$ cat src/rtl/button_press_classifier.sv
`timescale 1ns/1ps
// button_press_classifier
//
// Classifies gestures on a clean, already-synchronous button level into
// short press, double press or long press, and emits auto-repeat pulses
// while a long press is held. All event outputs are registered
// single-cycle pulses, and at most one of them is high in any cycle.
//
// Ports:
//   i_clk     system clock
//   i_rst_n   asynchronous active-low reset
//   i_level   debounced button level, 1 = pressed
//   o_short   pulse: single short press, confirmed once the gap expires
//   o_double  pulse: second press started inside the gap window
//   o_long    pulse: press held for LONG_PRESS_CYCLES samples
//   o_repeat  pulse: every REPEAT_CYCLES after o_long while still held
//   o_busy    high while a gesture is in progress (not IDLE / ARM)
//
// state        | meaning
// -------------+--------------------------------------------------------
// ARM          | first cycle after reset; a level held through reset is
//              | routed to WAIT_RELEASE so it never produces an event
// IDLE         | waiting for a rising edge
// PRESS1       | first press in progress, counting toward a long press
// GAP          | released after a short first press, waiting for a
//              | second press or for the gap window to expire
// LONG_HELD    | long press reported, emitting repeats while held
// WAIT_RELEASE | ignore everything until the button is released

module button_press_classifier #(
    parameter int LONG_PRESS_CYCLES = 50_000_000,
    parameter int DOUBLE_GAP_CYCLES = 25_000_000,
    parameter int REPEAT_CYCLES     = 10_000_000
) (
    input  logic i_clk,
    input  logic i_rst_n,
    input  logic i_level,
    output logic o_short,
    output logic o_double,
    output logic o_long,
    output logic o_repeat,
    output logic o_busy
);

    localparam int MAX_LG  = (LONG_PRESS_CYCLES > DOUBLE_GAP_CYCLES) ?
                             LONG_PRESS_CYCLES : DOUBLE_GAP_CYCLES;
    localparam int MAX_ALL = (MAX_LG > REPEAT_CYCLES) ? MAX_LG : REPEAT_CYCLES;
    localparam int CNT_W   = $clog2(MAX_ALL) + 1;

    // Terminal counts: the counter holds the number of qualifying samples
    // already seen, so an event fires when it equals (cycles - 1).
    localparam logic [CNT_W-1:0] LONG_TC = CNT_W'(LONG_PRESS_CYCLES - 1);
    localparam logic [CNT_W-1:0] GAP_TC  = CNT_W'(DOUBLE_GAP_CYCLES - 1);
    localparam logic [CNT_W-1:0] REP_TC  = CNT_W'(REPEAT_CYCLES - 1);
    localparam logic [CNT_W-1:0] CNT_ONE = CNT_W'(1);

    typedef enum logic [2:0] {
        ST_ARM          = 3'd0,
        ST_IDLE         = 3'd1,
        ST_PRESS1       = 3'd2,
        ST_GAP          = 3'd3,
        ST_LONG_HELD    = 3'd4,
        ST_WAIT_RELEASE = 3'd5
    } state_t;

    state_t            state_q, state_d;
    logic [CNT_W-1:0]  cnt_q, cnt_d;
    logic              level_q, level_d;
    logic              short_q, short_d;
    logic              double_q, double_d;
    logic              long_q, long_d;
    logic              repeat_q, repeat_d;
    logic              busy_q, busy_d;

    logic rise;
    logic fall;

    assign rise = i_level & ~level_q;
    assign fall = ~i_level & level_q;

    always_comb begin
        state_d  = state_q;
        cnt_d    = cnt_q;
        level_d  = i_level;
        short_d  = 1'b0;
        double_d = 1'b0;
        long_d   = 1'b0;
        repeat_d = 1'b0;

        case (state_q)
            ST_ARM: begin
                state_d = i_level ? ST_WAIT_RELEASE : ST_IDLE;
            end
            ST_IDLE: begin
                if (rise) begin
                    cnt_d   = CNT_ONE;
                    state_d = ST_PRESS1;
                end
            end
            ST_PRESS1: begin
                // Completing the long count wins over a release on the same edge.
                if (cnt_q == LONG_TC) begin
                    long_d  = 1'b1;
                    cnt_d   = '0;
                    state_d = ST_LONG_HELD;
                end else if (i_level) begin
                    cnt_d = cnt_q + CNT_ONE;
                end else if (fall) begin
                    cnt_d   = CNT_ONE;
                    state_d = ST_GAP;
                end
            end
            ST_GAP: begin
                if (rise) begin
                    double_d = 1'b1;
                    cnt_d    = '0;
                    state_d  = ST_WAIT_RELEASE;
                end else if (cnt_q == GAP_TC) begin
                    short_d = 1'b1;
                    cnt_d   = '0;
                    state_d = ST_IDLE;
                end else begin
                    cnt_d = cnt_q + CNT_ONE;
                end
            end
            ST_LONG_HELD: begin
                if (!i_level) begin
                    cnt_d   = '0;
                    state_d = ST_IDLE;
                end else if (cnt_q == REP_TC) begin
                    // Wrap after each repeat so hold length is unbounded.
                    repeat_d = 1'b1;
                    cnt_d    = '0;
                end else begin
                    cnt_d = cnt_q + CNT_ONE;
                end
            end
            ST_WAIT_RELEASE: begin
                if (!i_level) begin
                    cnt_d   = '0;
                    state_d = ST_IDLE;
                end
            end
            default: begin
                cnt_d   = '0;
                state_d = ST_IDLE;
            end
        endcase

        busy_d = (state_d != ST_IDLE) && (state_d != ST_ARM);
    end

    always_ff @(posedge i_clk or negedge i_rst_n) begin
        if (!i_rst_n) begin
            state_q  <= ST_ARM;
            cnt_q    <= '0;
            level_q  <= 1'b0;
            short_q  <= 1'b0;
            double_q <= 1'b0;
            long_q   <= 1'b0;
            repeat_q <= 1'b0;
            busy_q   <= 1'b0;
        end else begin
            state_q  <= state_d;
            cnt_q    <= cnt_d;
            level_q  <= level_d;
            short_q  <= short_d;
            double_q <= double_d;
            long_q   <= long_d;
            repeat_q <= repeat_d;
            busy_q   <= busy_d;
        end
    end

    assign o_short  = short_q;
    assign o_double = double_q;
    assign o_long   = long_q;
    assign o_repeat = repeat_q;
    assign o_busy   = busy_q;

endmodule

$ cat config.mk
export PLATFORM = sky130hd
export DESIGN_NAME = button_press_classifier
export DESIGN_NICKNAME = d
export VERILOG_FILES = /design/src/rtl/button_press_classifier.sv
export SDC_FILE = /design/constraint.sdc
export NUM_CORES = 1
export LEC_CHECK = 0
export ABC_AREA = 1
export CORE_MARGIN = 8
export CORE_UTILIZATION = 40
export DETAILED_ROUTE_END_ITERATION = 7
export PLACE_DENSITY = 0.54
export SLEW_MARGIN = 5
export SYNTH_ARGS = -nofsm -noshare
export SYNTH_HDL_FRONTEND = slang
export SYNTH_SLANG_ARGS = --single-unit
export TNS_END_PERCENT = 20
$ cat constraint.sdc
create_clock -name i_clk -period 5.4 [get_ports i_clk]
set_clock_uncertainty 0.15 [all_clocks]
set_input_delay 0.81 -clock i_clk [delete_from_list [all_inputs] [get_ports i_clk]]
set_output_delay 0.81 -clock i_clk [all_outputs]
set_load 0.02 [all_outputs]
Word level (Yosys, flattened, before mapping)
Cells that the tools add are included.
Cells by class
  add/subtract/negate cells: 1
  equality and inequality tests: 12
  mux-type cells: 29
  bitwise logic cells: 5
  reductions and logical operators: 5
Operators by type and width (count)
  27-bit 2-to-1 mux: 9
  27-bit case mux with 6 select lines: 1
  27-bit by 1-bit adder with 27-bit output (second input constant): 1
  27-bit by 24-bit equality test with 1-bit output (second input constant): 1
  27-bit by 25-bit equality test with 1-bit output (second input constant): 1
  27-bit by 26-bit equality test with 1-bit output (second input constant): 1
  3-bit 2-to-1 mux: 8
  3-bit case mux with 5 select lines: 1
  1-bit 2-to-1 mux: 10
  3-bit by 2-bit equality test with 1-bit output (second input constant): 2
  3-bit equality test (second input constant): 2
  2-bit inequality test (second input constant): 2
  4-bit inequality test (second input constant): 1
  4-bit AND reduction: 1
  3-bit by 1-bit equality test with 1-bit output (second input constant): 1
  3-bit logical NOT: 1
  3-bit by 1-bit inequality test with 1-bit output (second input constant): 1
  1-bit inverter: 3
  3-bit nonzero test: 1
  1-bit bitwise AND: 2
  2-bit OR reduction: 1
  1-bit logical AND: 1
Word-level totals
  register bits: 36
  input port bits: 3
  output and inout port bits: 5
  word-level logic and storage cells: 60

Logic depth before layout (Yosys ltp)
  depth after elaboration: 8
  depth in mapped cells: 14
  mapped depth without buffers: 12

Worst setup path before layout
OpenSTA, ideal clock, no wires.
  kind: input -> register
  start point: input port i_level
  end point: register cnt_q[0]
  library setup time: 116 ps
  data arrival time: 1861 ps
  slack: 3273 ps
  cell stages on the path: 9
  buffers on the path: 2
  path through: buf_4 > inv_1 > o31ai_1 > inv_2 > nand2_8 > clkinv_4 > buf_6 > nand2_1 > nand2_1
On the way
  longest elaborated chain between the ends: 4
  elaborated cells between the ends (all ways): 12
Ends and longest elaborated chain
  start, declared: line 37  | input logic i_level,
  1-bit inverter: line 79  | assign fall = ~i_level & level_q;
  1-bit bitwise AND: line 79
  4-bit inequality test (no source line)
  4-bit AND reduction (no source line)
  end signal, assigned: line 165  | cnt_q <= cnt_d;
  end, declared: line 67  | logic [CNT_W-1:0] cnt_q, cnt_d;
Several ways; a longest one is shown, not always the timed one.
A chain may end at the register's enable or synchronous reset.

Worst setup path in the final report
  start point: input port i_level
  end point: register cnt_q[17]
Same word-level chain as after synthesis.

==> metrics.csv <==
stage,metric,value,unit
run_status,status,completed,
routing,DR vias/cell,5.316,
critical_path,CP Data Arrival Time,2650,ps
logic_synthesis,largest family of logic cells by synthesized area,simple AND/OR/NAND/NOR gates,
routing,drt first pass iters,4,
timing,Tcrit/Tclk final,48.60,%
logic_synthesis,post-synthesis cell type count,30,
critical_path,WP data required,5420,ps
cts,post-CTS setup buffers,0,
logic_synthesis,top post-synthesis cells by area,"dfrtp_1 (34%), nand2_1 (18%), nor2_1 (8.6%)",
logic_synthesis,cell taking the most area after synthesis,dfrtp_1,
cts,Root Driver,clkbuf_8,
placement,RePlAce Congestion,0.9163,
global_route,first-pass GRT wire length,13090,um
final_layout,share of layout cells above drive strength 1,6.083,%
floorplanning,Row Count,29,
routing,total wire length,7617,um
timing,Final Hold Viols,0,
floorplanning,initial core utilization,41.65,%
timing,Slew HR,44.99,%
logic_synthesis,Cells after Synth,406,
timing,Slew @ Worst Pin,825.2,ps
logic_synthesis,Synth Area in XOR/XNOR,2.963,%
timing,min Tclk post-route,2624,ps
logic_synthesis,post-synthesis simple-gate area fraction,49.58,%
cts,"Clk Latency, worst-skew pair",290,ps
floorplanning,Ports,8,
floorplanning,Die Height,97.55,um
final_layout,antenna cells,0,
global_route,met2 GRT Util,27.16,%
final_layout,area grow syn2layout,6.491,%
floorplanning,die area,9516,um^2
routing,via count,2594,
routing,DR iter-0 viols,274,
global_route,vias in the first global route,2570,
global_route,gr ovfl total,0,
timing,RSZ-0062 raised after global routing,no,
cts,CTS tree,built,
power,maximum VDD drop,0.0002184,V
power,Lkg Pwr,0.001259,uW
cts,total CTS buffers,5,
global_route,Total GRT Usage,16.70,%
cts,Max clock buf depth,2,
routing,Post-route DRC,0,
logic_synthesis,sequential cell area fraction in the yosys report,33.87,%
logic_synthesis,Syn Area/Cell,6.552,um^2
critical_path,CP Class,primary input to flip-flop,
cts,Worst-path clk slew,70,ps
floorplanning,core area,6386,um^2
timing,Slew Limit Fails,0,
cts,CTS Hold Buffers Added,0,
logic_synthesis,syn nets,410,
logic_synthesis,Post-Syn Area,2660,um^2
floorplanning,die width,97.55,um
cts,H-tree levels,2,
routing,DR WL/cell,15.61,um
min_path,Tightest Hold Check Type,flip-flop to flip-flop,
critical_path,crit start category,primary input,
cts,CTS resizes,0,
final_layout,nets@finish,415,
timing,setup TNS,0,ps
placement,Final HPWL DP,5803,um
power,P per Cell Area,293.2,nW/um^2
power,overall power,830.4,uW
global_route,met3 usage,3.343,%
placement,Port Buffers,7,
critical_path,CP max FO,21,
logic_synthesis,Syn. warnings,0,
global_route,initial antenna violation count,0,
logic_synthesis,Synth top area share,33.87,%
routing,Antenna Violating Nets Remaining,0,
global_route,largest net degree at the start of global routing,37,
critical_path,CP endpoint kind,flip-flop,
logic_synthesis,Synth Area in Adders,0.4704,%
logic_synthesis,Seq cells post-synth,36,
global_route,met1 GRT Util,21.60,%
global_route,Top Usage Layer GRT,met2,
flow_run,Max-Cap Viols,0,
timing,Max Fclk,0.3811,GHz
logic_synthesis,post-synthesis compound-gate area fraction,3.246,%
cts,clk sink count,36,
logic_synthesis,post-synthesis mux area share,0,%
timing,final setup vio count,0,
## report_power, final
part / total [uW] / leakage, uW / switching, uW / internal (uW)
combinational: 318 / 0.000726 / 233 / 85.1
sequential: 327 / 0.000492 / 33.4 / 294
clock: 185 / 0.0000410 / 97.4 / 87.8
## metrics by stage
stage	worst slack, ps	util (%)	cell area, um^2	hold WS, ps	std cells
after floorplan	3273	-	2660	323.7	406
after global placement	2523	43.14	2755	352.4	481
after detailed placement	2497	43.14	2755	354.7	481
after CTS	2801	44.36	2833	376.6	488
after global routing	2573	44.36	2833	415.9	488
final	2776	44.36	2833	371.4	488
## kinds of logic after synthesis
family / count (synthesis)
flip-flops: 36
adder cells (fa/ha/maj): 1
XOR/XNOR: 9
AO/OA/AOI/OAI: 16
AND/OR/NAND/NOR: 284
buffers and inverters: 60
## layout by cell type (no fill, tap or decap), types with 3 or more instances in the layout
cell,count
nor2_2,4
dfrtp_1,36
a21oi_1,4
nand2_2,3
nor3_1,13
xor2_1,9
nand2_1,126
inv_1,47
o21ai_0,7
nand3b_1,8
nand4_1,23
clkbuf_8,5
clkdlybuf4s50_1,6
nand3_1,36
nor2_1,61
inv_2,3
## synth_stat cells
cell type,number
o22ai_1,1
nand4_1,23
nor2_8,1
buf_2,5
nor3_1,13
nand2_1,126
inv_2,3
nor4_1,2
nand2_8,1
xor2_1,9
o31ai_1,2
nor3_4,1
nand3b_1,8
nand3_2,2
buf_6,3
nand2_2,3
nand3_4,1
a21oi_1,4
nand3_1,36
nor2_2,4
ha_1,1
o21ai_0,7
nor2_4,1
and3_1,1
inv_1,47
o21ai_1,2
nor2_1,61
buf_4,1
dfrtp_1,36
clkinv_4,1
## metal layers
layer / wire length (um) / up-vias
met4: 119 / 0
met3: 315 / 10
li1: - / 1314
met1: 3727 / 1221
met5: 0 / -
met2: 3453 / 49
## sequential cells by signal, summed over array words and instances, names as in the netlist
register  count
o_busy        1
state_q       3
cnt_q        27
level_q       1
o_repeat      1
o_short       1
o_double      1
o_long        1
## worst max-delay path, cell delays in order
cell	delay, ps
clkdlybuf4s50_1	550
inv_1	270
nor2_1	80
nand2_1	110
nand3_2	430
nor2_1	310
nor2_1	80
## final cells by class
| class | instances | area, um^2 |
|---|---|---|
| fill | 693 | 3553 |
| multi-input combinational | 310 | 1496 |
| tap | 77 | 96.34 |
| timing repair buffer | 7 | 65.06 |
| sequential | 36 | 900.9 |
| inverter | 51 | 196.4 |
| clock inverter | 1 | 5.005 |
| clock buffer | 6 | 72.57 |
## final timing paths
path,slack (ps),start,cells past startpoint,to
max,2780,i_level,7,cnt_q[17]$_DFFE_PN0P_
min,370,cnt_q[1]$_DFFE_PN0P_,2,cnt_q[1]$_DFFE_PN0P_
max reg2reg,2810,cnt_q[0]$_DFFE_PN0P_,10,cnt_q[17]$_DFFE_PN0P_
min reg2reg,370,cnt_q[1]$_DFFE_PN0P_,2,cnt_q[1]$_DFFE_PN0P_
max in group asynchronous,4110,i_rst_n,1,cnt_q[22]$_DFFE_PN0P_
min in group asynchronous,450,i_rst_n,1,cnt_q[3]$_DFFE_PN0P_
No activity file was read; power rests on OpenSTA's default activity.
